<file path="src/rtl/sdram_arbiter_if.sv">
// Bundle of the three requester ports and the Avalon-style SDRAM master port.
// The slave modport is the arbiter's view; master is the surrounding system's view.
interface sdram_arbiter_if #(
  parameter int ADDR_W = 23,
  parameter int DATA_W = 32
);
  logic              i_req0_read;
  logic              i_req0_write;
  logic [ADDR_W-1:0] i_req0_addr;
  logic [DATA_W-1:0] i_req0_writedata;
  logic [DATA_W-1:0] o_req0_readdata;
  logic              o_req0_finished;

  logic              i_req1_read;
  logic              i_req1_write;
  logic [ADDR_W-1:0] i_req1_addr;
  logic [DATA_W-1:0] i_req1_writedata;
  logic [DATA_W-1:0] o_req1_readdata;
  logic              o_req1_finished;

  logic              i_req2_read;
  logic              i_req2_write;
  logic [ADDR_W-1:0] i_req2_addr;
  logic [DATA_W-1:0] i_req2_writedata;
  logic [DATA_W-1:0] o_req2_readdata;
  logic              o_req2_finished;

  logic              o_sdram_read;
  logic              o_sdram_write;
  logic [ADDR_W-1:0] o_sdram_addr;
  logic [DATA_W-1:0] o_sdram_writedata;
  logic [DATA_W-1:0] i_sdram_readdata;
  logic              i_sdram_waitrequest;
  logic              i_sdram_readdatavalid;

  modport slave (
    input  i_req0_read, i_req0_write, i_req0_addr, i_req0_writedata,
    output o_req0_readdata, o_req0_finished,
    input  i_req1_read, i_req1_write, i_req1_addr, i_req1_writedata,
    output o_req1_readdata, o_req1_finished,
    input  i_req2_read, i_req2_write, i_req2_addr, i_req2_writedata,
    output o_req2_readdata, o_req2_finished,
    output o_sdram_read, o_sdram_write, o_sdram_addr, o_sdram_writedata,
    input  i_sdram_readdata, i_sdram_waitrequest, i_sdram_readdatavalid
  );

  modport master (
    output i_req0_read, i_req0_write, i_req0_addr, i_req0_writedata,
    input  o_req0_readdata, o_req0_finished,
    output i_req1_read, i_req1_write, i_req1_addr, i_req1_writedata,
    input  o_req1_readdata, o_req1_finished,
    output i_req2_read, i_req2_write, i_req2_addr, i_req2_writedata,
    input  o_req2_readdata, o_req2_finished,
    input  o_sdram_read, o_sdram_write, o_sdram_addr, o_sdram_writedata,
    output i_sdram_readdata, i_sdram_waitrequest, i_sdram_readdatavalid
  );
endinterface

</file>
<file path="src/rtl/sdram_arbiter.sv">
// Three-port single-word SDRAM arbiter: port 0 fixed priority, ports 1/2 round-robin,
// one outstanding command, read timeout with a sticky flag.
module sdram_arbiter #(
  parameter int ADDR_W     = 23,
  parameter int DATA_W     = 32,
  parameter int RD_TIMEOUT = 255
) (
  input  logic                 i_clk,
  input  logic                 i_rst,
  sdram_arbiter_if.slave       bus,
  output logic [2:0]           o_grant,
  output logic                 o_timeout
);

  localparam int CNT_W = (RD_TIMEOUT > 1) ? $clog2(RD_TIMEOUT + 1) : 1;
  localparam logic [CNT_W-1:0] CNT_LIMIT = CNT_W'(RD_TIMEOUT);

  typedef enum logic [1:0] {
    ST_IDLE,
    ST_ISSUE,
    ST_WAIT_RD,
    ST_DONE
  } state_t;

  state_t              state_q, state_d;
  logic                ptr_q, ptr_d;          // 0 prefers port 1, 1 prefers port 2
  logic [2:0]          grant_q, grant_d;
  logic                op_wr_q, op_wr_d;
  logic [ADDR_W-1:0]   addr_q, addr_d;
  logic [DATA_W-1:0]   wdata_q, wdata_d;
  logic [CNT_W-1:0]    cnt_q, cnt_d;
  logic                timeout_q, timeout_d;
  logic                capture;

  logic [2:0]          req_rd, req_wr, req_any;
  logic [ADDR_W-1:0]   req_addr  [3];
  logic [DATA_W-1:0]   req_wdata [3];
  logic [DATA_W-1:0]   rdata_out [3];

  logic [2:0]          win_oh;
  logic                win_wr;
  logic [ADDR_W-1:0]   win_addr;
  logic [DATA_W-1:0]   win_wdata;

  assign req_rd = {bus.i_req2_read,  bus.i_req1_read,  bus.i_req0_read};
  assign req_wr = {bus.i_req2_write, bus.i_req1_write, bus.i_req0_write};
  assign req_any = req_rd | req_wr;

  assign req_addr[0]  = bus.i_req0_addr;
  assign req_addr[1]  = bus.i_req1_addr;
  assign req_addr[2]  = bus.i_req2_addr;
  assign req_wdata[0] = bus.i_req0_writedata;
  assign req_wdata[1] = bus.i_req1_writedata;
  assign req_wdata[2] = bus.i_req2_writedata;

  // Winner selection; a write wins over a read on the same port.
  always_comb begin
    win_oh = 3'b000;
    if (req_any[0]) begin
      win_oh = 3'b001;
    end else if (req_any[1] && req_any[2]) begin
      win_oh = ptr_q ? 3'b100 : 3'b010;
    end else if (req_any[1]) begin
      win_oh = 3'b010;
    end else if (req_any[2]) begin
      win_oh = 3'b100;
    end

    win_wr    = 1'b0;
    win_addr  = '0;
    win_wdata = '0;
    for (int i = 0; i < 3; i++) begin
      if (win_oh[i]) begin
        win_wr    = req_wr[i];
        win_addr  = req_addr[i];
        win_wdata = req_wdata[i];
      end
    end
  end

  always_comb begin
    state_d   = state_q;
    ptr_d     = ptr_q;
    grant_d   = grant_q;
    op_wr_d   = op_wr_q;
    addr_d    = addr_q;
    wdata_d   = wdata_q;
    cnt_d     = cnt_q;
    timeout_d = timeout_q;
    capture   = 1'b0;

    case (state_q)
      ST_IDLE: begin
        if (win_oh != 3'b000) begin
          grant_d = win_oh;
          op_wr_d = win_wr;
          addr_d  = win_addr;
          wdata_d = win_wdata;
          state_d = ST_ISSUE;
          if (win_oh[1]) begin
            ptr_d = 1'b1;
          end else if (win_oh[2]) begin
            ptr_d = 1'b0;
          end
        end
      end
      ST_ISSUE: begin
        if (!bus.i_sdram_waitrequest) begin
          if (op_wr_q) begin
            state_d = ST_DONE;
          end else begin
            state_d = ST_WAIT_RD;
            cnt_d   = '0;
          end
        end
      end
      ST_WAIT_RD: begin
        // Valid data wins over a timeout landing on the same cycle.
        if (bus.i_sdram_readdatavalid) begin
          capture = 1'b1;
          state_d = ST_DONE;
        end else if (cnt_q == CNT_LIMIT) begin
          timeout_d = 1'b1;
          state_d   = ST_DONE;
        end else begin
          cnt_d = cnt_q + CNT_W'(1);
        end
      end
      ST_DONE: begin
        grant_d = 3'b000;
        state_d = ST_IDLE;
      end
      default: begin
        grant_d = 3'b000;
        state_d = ST_IDLE;
      end
    endcase
  end

  always_ff @(posedge i_clk) begin
    if (!i_rst) begin
      state_q   <= ST_IDLE;
      ptr_q     <= 1'b0;
      grant_q   <= 3'b000;
      op_wr_q   <= 1'b0;
      addr_q    <= '0;
      wdata_q   <= '0;
      cnt_q     <= '0;
      timeout_q <= 1'b0;
    end else begin
      state_q   <= state_d;
      ptr_q     <= ptr_d;
      grant_q   <= grant_d;
      op_wr_q   <= op_wr_d;
      addr_q    <= addr_d;
      wdata_q   <= wdata_d;
      cnt_q     <= cnt_d;
      timeout_q <= timeout_d;
    end
  end

  // Per-port read data holding registers.
  for (genvar gi = 0; gi < 3; gi++) begin : g_rdata
    logic [DATA_W-1:0] rdata_q, rdata_d;

    always_comb begin
      rdata_d = rdata_q;
      if (capture && grant_q[gi]) begin
        rdata_d = bus.i_sdram_readdata;
      end
    end

    always_ff @(posedge i_clk) begin
      if (!i_rst) begin
        rdata_q <= '0;
      end else begin
        rdata_q <= rdata_d;
      end
    end

    assign rdata_out[gi] = rdata_q;
  end

  logic issue;
  logic done;
  assign issue = (state_q == ST_ISSUE);
  assign done  = (state_q == ST_DONE);

  assign bus.o_sdram_read      = issue && !op_wr_q;
  assign bus.o_sdram_write     = issue && op_wr_q;
  assign bus.o_sdram_addr      = issue ? addr_q : '0;
  assign bus.o_sdram_writedata = (issue && op_wr_q) ? wdata_q : '0;

  assign bus.o_req0_finished = done && grant_q[0];
  assign bus.o_req1_finished = done && grant_q[1];
  assign bus.o_req2_finished = done && grant_q[2];
  assign bus.o_req0_readdata = rdata_out[0];
  assign bus.o_req1_readdata = rdata_out[1];
  assign bus.o_req2_readdata = rdata_out[2];

  assign o_grant   = grant_q;
  assign o_timeout = timeout_q;

endmodule

</file>
<file path="src/flat_wrapper.sv">
// flat-port wrapper written by rule: the top's interface ports become plain ports
module sdram_arbiter_flat 
#(
  parameter int ADDR_W     = 23,
  parameter int DATA_W     = 32,
  parameter int RD_TIMEOUT = 255
)
  (i_clk, i_rst, o_grant, o_timeout, bus_i_req0_read, bus_i_req0_write, bus_i_req0_addr, bus_i_req0_writedata, bus_o_req0_readdata, bus_o_req0_finished, bus_i_req1_read, bus_i_req1_write, bus_i_req1_addr, bus_i_req1_writedata, bus_o_req1_readdata, bus_o_req1_finished, bus_i_req2_read, bus_i_req2_write, bus_i_req2_addr, bus_i_req2_writedata, bus_o_req2_readdata, bus_o_req2_finished, bus_o_sdram_read, bus_o_sdram_write, bus_o_sdram_addr, bus_o_sdram_writedata, bus_i_sdram_readdata, bus_i_sdram_waitrequest, bus_i_sdram_readdatavalid);
  sdram_arbiter_if #(.ADDR_W(ADDR_W), .DATA_W(DATA_W)) bus_i ();
  input  logic i_clk;
  input  logic i_rst;
  output logic [2:0] o_grant;
  output logic o_timeout;
  input wire logic [$bits(bus_i.i_req0_read)-1:0] bus_i_req0_read;
  input wire logic [$bits(bus_i.i_req0_write)-1:0] bus_i_req0_write;
  input wire logic [$bits(bus_i.i_req0_addr)-1:0] bus_i_req0_addr;
  input wire logic [$bits(bus_i.i_req0_writedata)-1:0] bus_i_req0_writedata;
  output wire logic [$bits(bus_i.o_req0_readdata)-1:0] bus_o_req0_readdata;
  output wire logic [$bits(bus_i.o_req0_finished)-1:0] bus_o_req0_finished;
  input wire logic [$bits(bus_i.i_req1_read)-1:0] bus_i_req1_read;
  input wire logic [$bits(bus_i.i_req1_write)-1:0] bus_i_req1_write;
  input wire logic [$bits(bus_i.i_req1_addr)-1:0] bus_i_req1_addr;
  input wire logic [$bits(bus_i.i_req1_writedata)-1:0] bus_i_req1_writedata;
  output wire logic [$bits(bus_i.o_req1_readdata)-1:0] bus_o_req1_readdata;
  output wire logic [$bits(bus_i.o_req1_finished)-1:0] bus_o_req1_finished;
  input wire logic [$bits(bus_i.i_req2_read)-1:0] bus_i_req2_read;
  input wire logic [$bits(bus_i.i_req2_write)-1:0] bus_i_req2_write;
  input wire logic [$bits(bus_i.i_req2_addr)-1:0] bus_i_req2_addr;
  input wire logic [$bits(bus_i.i_req2_writedata)-1:0] bus_i_req2_writedata;
  output wire logic [$bits(bus_i.o_req2_readdata)-1:0] bus_o_req2_readdata;
  output wire logic [$bits(bus_i.o_req2_finished)-1:0] bus_o_req2_finished;
  output wire logic [$bits(bus_i.o_sdram_read)-1:0] bus_o_sdram_read;
  output wire logic [$bits(bus_i.o_sdram_write)-1:0] bus_o_sdram_write;
  output wire logic [$bits(bus_i.o_sdram_addr)-1:0] bus_o_sdram_addr;
  output wire logic [$bits(bus_i.o_sdram_writedata)-1:0] bus_o_sdram_writedata;
  input wire logic [$bits(bus_i.i_sdram_readdata)-1:0] bus_i_sdram_readdata;
  input wire logic [$bits(bus_i.i_sdram_waitrequest)-1:0] bus_i_sdram_waitrequest;
  input wire logic [$bits(bus_i.i_sdram_readdatavalid)-1:0] bus_i_sdram_readdatavalid;
  assign bus_i.i_req0_read = bus_i_req0_read;
  assign bus_i.i_req0_write = bus_i_req0_write;
  assign bus_i.i_req0_addr = bus_i_req0_addr;
  assign bus_i.i_req0_writedata = bus_i_req0_writedata;
  assign bus_o_req0_readdata = bus_i.o_req0_readdata;
  assign bus_o_req0_finished = bus_i.o_req0_finished;
  assign bus_i.i_req1_read = bus_i_req1_read;
  assign bus_i.i_req1_write = bus_i_req1_write;
  assign bus_i.i_req1_addr = bus_i_req1_addr;
  assign bus_i.i_req1_writedata = bus_i_req1_writedata;
  assign bus_o_req1_readdata = bus_i.o_req1_readdata;
  assign bus_o_req1_finished = bus_i.o_req1_finished;
  assign bus_i.i_req2_read = bus_i_req2_read;
  assign bus_i.i_req2_write = bus_i_req2_write;
  assign bus_i.i_req2_addr = bus_i_req2_addr;
  assign bus_i.i_req2_writedata = bus_i_req2_writedata;
  assign bus_o_req2_readdata = bus_i.o_req2_readdata;
  assign bus_o_req2_finished = bus_i.o_req2_finished;
  assign bus_o_sdram_read = bus_i.o_sdram_read;
  assign bus_o_sdram_write = bus_i.o_sdram_write;
  assign bus_o_sdram_addr = bus_i.o_sdram_addr;
  assign bus_o_sdram_writedata = bus_i.o_sdram_writedata;
  assign bus_i.i_sdram_readdata = bus_i_sdram_readdata;
  assign bus_i.i_sdram_waitrequest = bus_i_sdram_waitrequest;
  assign bus_i.i_sdram_readdatavalid = bus_i_sdram_readdatavalid;
  sdram_arbiter #(.ADDR_W(ADDR_W), .DATA_W(DATA_W), .RD_TIMEOUT(RD_TIMEOUT)) u_core (.i_clk(i_clk), .i_rst(i_rst), .bus(bus_i), .o_grant(o_grant), .o_timeout(o_timeout));
endmodule
</file>
<file path="config.mk">
export PLATFORM = sky130hd
export DESIGN_NAME = sdram_arbiter_flat
export DESIGN_NICKNAME = d
export VERILOG_FILES = /design/src/rtl/sdram_arbiter_if.sv /design/src/rtl/sdram_arbiter.sv /design/src/flat_wrapper.sv
export SDC_FILE = /design/constraint.sdc
export NUM_CORES = 1
export LEC_CHECK = 0
export ABC_AREA = 0
export CAP_MARGIN = 30
export CORE_MARGIN = 5
export CORE_UTILIZATION = 44
export CTS_CLUSTER_SIZE = 28
export DETAILED_ROUTE_END_ITERATION = 12
export PLACE_DENSITY = 0.86
export SLEW_MARGIN = 20
export SYNTH_ARGS = -nofsm -noshare
export SYNTH_HDL_FRONTEND = slang
export SYNTH_SLANG_ARGS = --single-unit
</file>
<file path="constraint.sdc">
create_clock -name i_clk -period 2.9 [get_ports i_clk]
set_input_delay 0.29 -clock i_clk [delete_from_list [all_inputs] [get_ports i_clk]]
set_output_delay 0.29 -clock i_clk [all_outputs]
set_load 0.02 [all_outputs]
</file>
==> results.ini <==
[sta]
finalHoldViolations = 0
rsz0062_at_grt = no
setup_tns_ps = 0
layout_min_cycle_time_ps = 2800
max_freq_ghz = 0.357
drv_slew = 0
relSlewSlack = 0.404
finalCritPeriodShare = 0.965
skew_ps = 18.6
whs_ps = 292
setup_viol = 0
worstMarginPinSlew_ps = 890

[detailed_routing]
totalWireLength_um = 28600
wire_per_inst_um = 18.6
vias = 8334
dr.pass1.iters = 6
postRouteAntennaNets = 0
vias_per_cell = 5.43
drtIter0Drc = 603
drcViolationCount = 0

[power]
p_leak_nw = 4.17
p_per_area_mw_per_mm2 = 635
irDropWorstVdd_uv = 445

[clock_tree]
path_clk_slew_ps = 80
clk-insertion-delay-late_ps = 440
cts-resized-gates = 0
cts_sinks = 167
holdBufCountCts = 0
cts-htree-levels = 4
cts_setup_buffers = 0
clk_path_buf_depth = 2
cts_tree = done
cts-buffers-inserted = 17
root_buffer = clkbuf_16

[synthesis]
synth-warning-count = 0
synth-seq-cells = 167
synthFlopType = dfxtp_1
synth.largest_area_cell = dfxtp_1
syn-num-nets = 1189
synthDistinctLibCells = 47
synth_commonest_cells = 368 x nand2_1, 167 x dfxtp_1, 100 x a21oi_1, 60 x clkbuf_1, 45 x o21ai_0
synth_top_cell_area_share = 0.441
synth_area_mm2 = 0.00759
ys_async_sr_fraction = 0
yosysSeqAreaShare = 0.441
post-synth-top-count-cell = nand2_1
synth_cells = 977
synthTopCellsByArea = dfxtp_1 44%, nand2_1 18%, a41oi_2 8.1%, a21oi_1 6.6%, and3_1 3.1%
synth_edf_count = 0
avgSynthCellArea_um2 = 7.77

[cells_and_area]
drive_above_1_share = 0.0741
final_core_util = 0.698
syn_to_final_growth_pct = 57.5
layout.nets = 1508
fill_cells = 1340
area.sequential_mm2 = 0.00334
fin_area_mm2 = 0.0119
multi_input_area_mm2 = 0.00388

[die]
start_util = 0.443
dieArea_mm2 = 0.0200
rows = 48
ioPinCount = 367
core_mm2 = 0.0171
die_h_um = 141
fp.dieW_um = 141

[hold_path]
worstHoldStart = i_rst
whs_path_depth = 2
hold_path_class = in -> reg
hold_end = u_core.cnt_q[6]

[grt]
grtUsageTotal = 0.277
antenna_found_initial = 1
grt_max_degree = 99
grt_pass1_wl_um = 44100
grt_pass1_vias = 8186
grt_overflow = 0

[worst_setup_path]
crit_type = reg -> out
worst-path-max-fanout = 59
path_cells = inv_1, ha_1, buf_4, and3_1, clkdlybuf4s50_1
worstSetupEndpointType = output port
r2r_end = u_core.cnt_q[7]
r2r_cells = 7
slowest_stage = clkdlybuf4s50_1
critPathRequiredTime_ps = 2610
rr_startpoint = u_core.state_q[1]
cp-start-kind = flop
cp.arrival_ps = 2510
max_stage_delay_ps = 640
rrSetupSlack_ps = 580

[placement]
port_buffers = 366
place_area_mm2 = 0.0113
dp_hpwl_um = 20400
gp_congestion = 0.965

[outcome]
status = completed

[flow_run]
max_cap_viol_count = 0

[power breakdown]
part           internal, mW  switching, mW  leakage [nW]
Clock                  1.17           1.13         0.288
Combinational          1.06           1.41          2.52
Sequential             2.64          0.194          1.36
[per-stage QoR]
stage	total power, mW	setup slack (ps)	std cells
after floorplan	4.33	1170	977
after global placement	5.23	643	1502
after detailed placement	5.29	583	1502
after CTS	7.58	144	1534
after global routing	7.96	0.516	1535
final	7.59	102	1536
[registers in the layout, indices dropped and copies added, names as in the netlist, 2 cells and up]
register and count:
u_core.wdata_q 32, u_core.bus.o_req0_readdata 32, u_core.bus.o_req2_readdata 32, u_core.o_grant 3
u_core.state_q 2, u_core.addr_q 23, u_core.cnt_q 8, u_core.bus.o_req1_readdata 32
[cell type report]
type | count | area share
antenna | 2 | 0.000419
clock inverter | 15 | 0.0143
timing repair buffer | 383 | 0.320
sequential | 167 | 0.280
tap | 225 | 0.0236
clock buffer | 17 | 0.0356
inverter | 5 | 0.00157
multi-input combinational | 722 | 0.325
[critical path, delay by kind of cell, from the launching register on]
kind / cells / cell delay [ps]
simple gates: 1 / 300
flops: 1 / 350
fa+ha+maj: 1 / 190
buf+inv: 3 / 1190
[worst max path at each step]
stage                                     to  slack (ps)               from  cells after the start
global placement           u_core.addr_q[19]         640   bus_i_req1_write                      6
CTS                 bus_o_sdram_writedata[9]         140  u_core.state_q[1]                      5
global route        bus_o_sdram_writedata[9]         0.5  u_core.state_q[1]                      5
floorplan                   bus_o_sdram_read        1170  u_core.state_q[1]                      5
finish              bus_o_sdram_writedata[9]         100  u_core.state_q[1]                      5
detailed placement        u_core.wdata_q[10]         580   bus_i_req1_write                      6
[layer usage]
layer / up-vias / share of wire / routed length, µm / GRT usage
met3: 76 / 0.087 / 2490 / 0.0674
met5: - / 0 / 0 / 0
met4: 0 / 0.041 / 1180 / 0.130
met1: 3871 / 0.38 / 10900 / 0.337
li1: 3971 / - / - / -
met2: 416 / 0.49 / 14100 / 0.460
[layout by cell type (no fill, tap or decap), types with 2 or more instances in the layout]
cell type        instances
or2_2                    2
clkdlybuf4s50_1        365
nand3_1                  8
o211ai_1                 2
nor3_1                   3
diode_2                  2
nor4_1                   2
nor2b_1                  3
o21ai_0                 45
clkinvlp_4               2
ha_1                     5
and2_1                  27
nand4_1                  6
inv_1                    4
buf_12                   3
nand2_1                368
inv_8                    8
a31oi_1                  4
and3_1                  36
a41oi_1                 17
a41oi_2                 38
nor2_1                  15
o21ai_1                 16
buf_4                   14
dfxtp_1                167
clkbuf_16               17
clkinv_8                 3
o21a_1                   3
a21oi_1                100
a22oi_1                  2
[logic make-up after synthesis]
kind of cell / count (synthesis) / share of synthesized area
AND/OR/NAND/NOR: 473 / 0.262
AO/OA/AOI/OAI: 242 / 0.236
flip-flops: 167 / 0.441
buffers and inverters: 88 / 0.0508
adder cells (fa/ha/maj): 5 / 0.00824
XOR/XNOR: 1 / 0.00115
multiplexers: 1 / 0.00132
(Power assumes the default switching activity.)
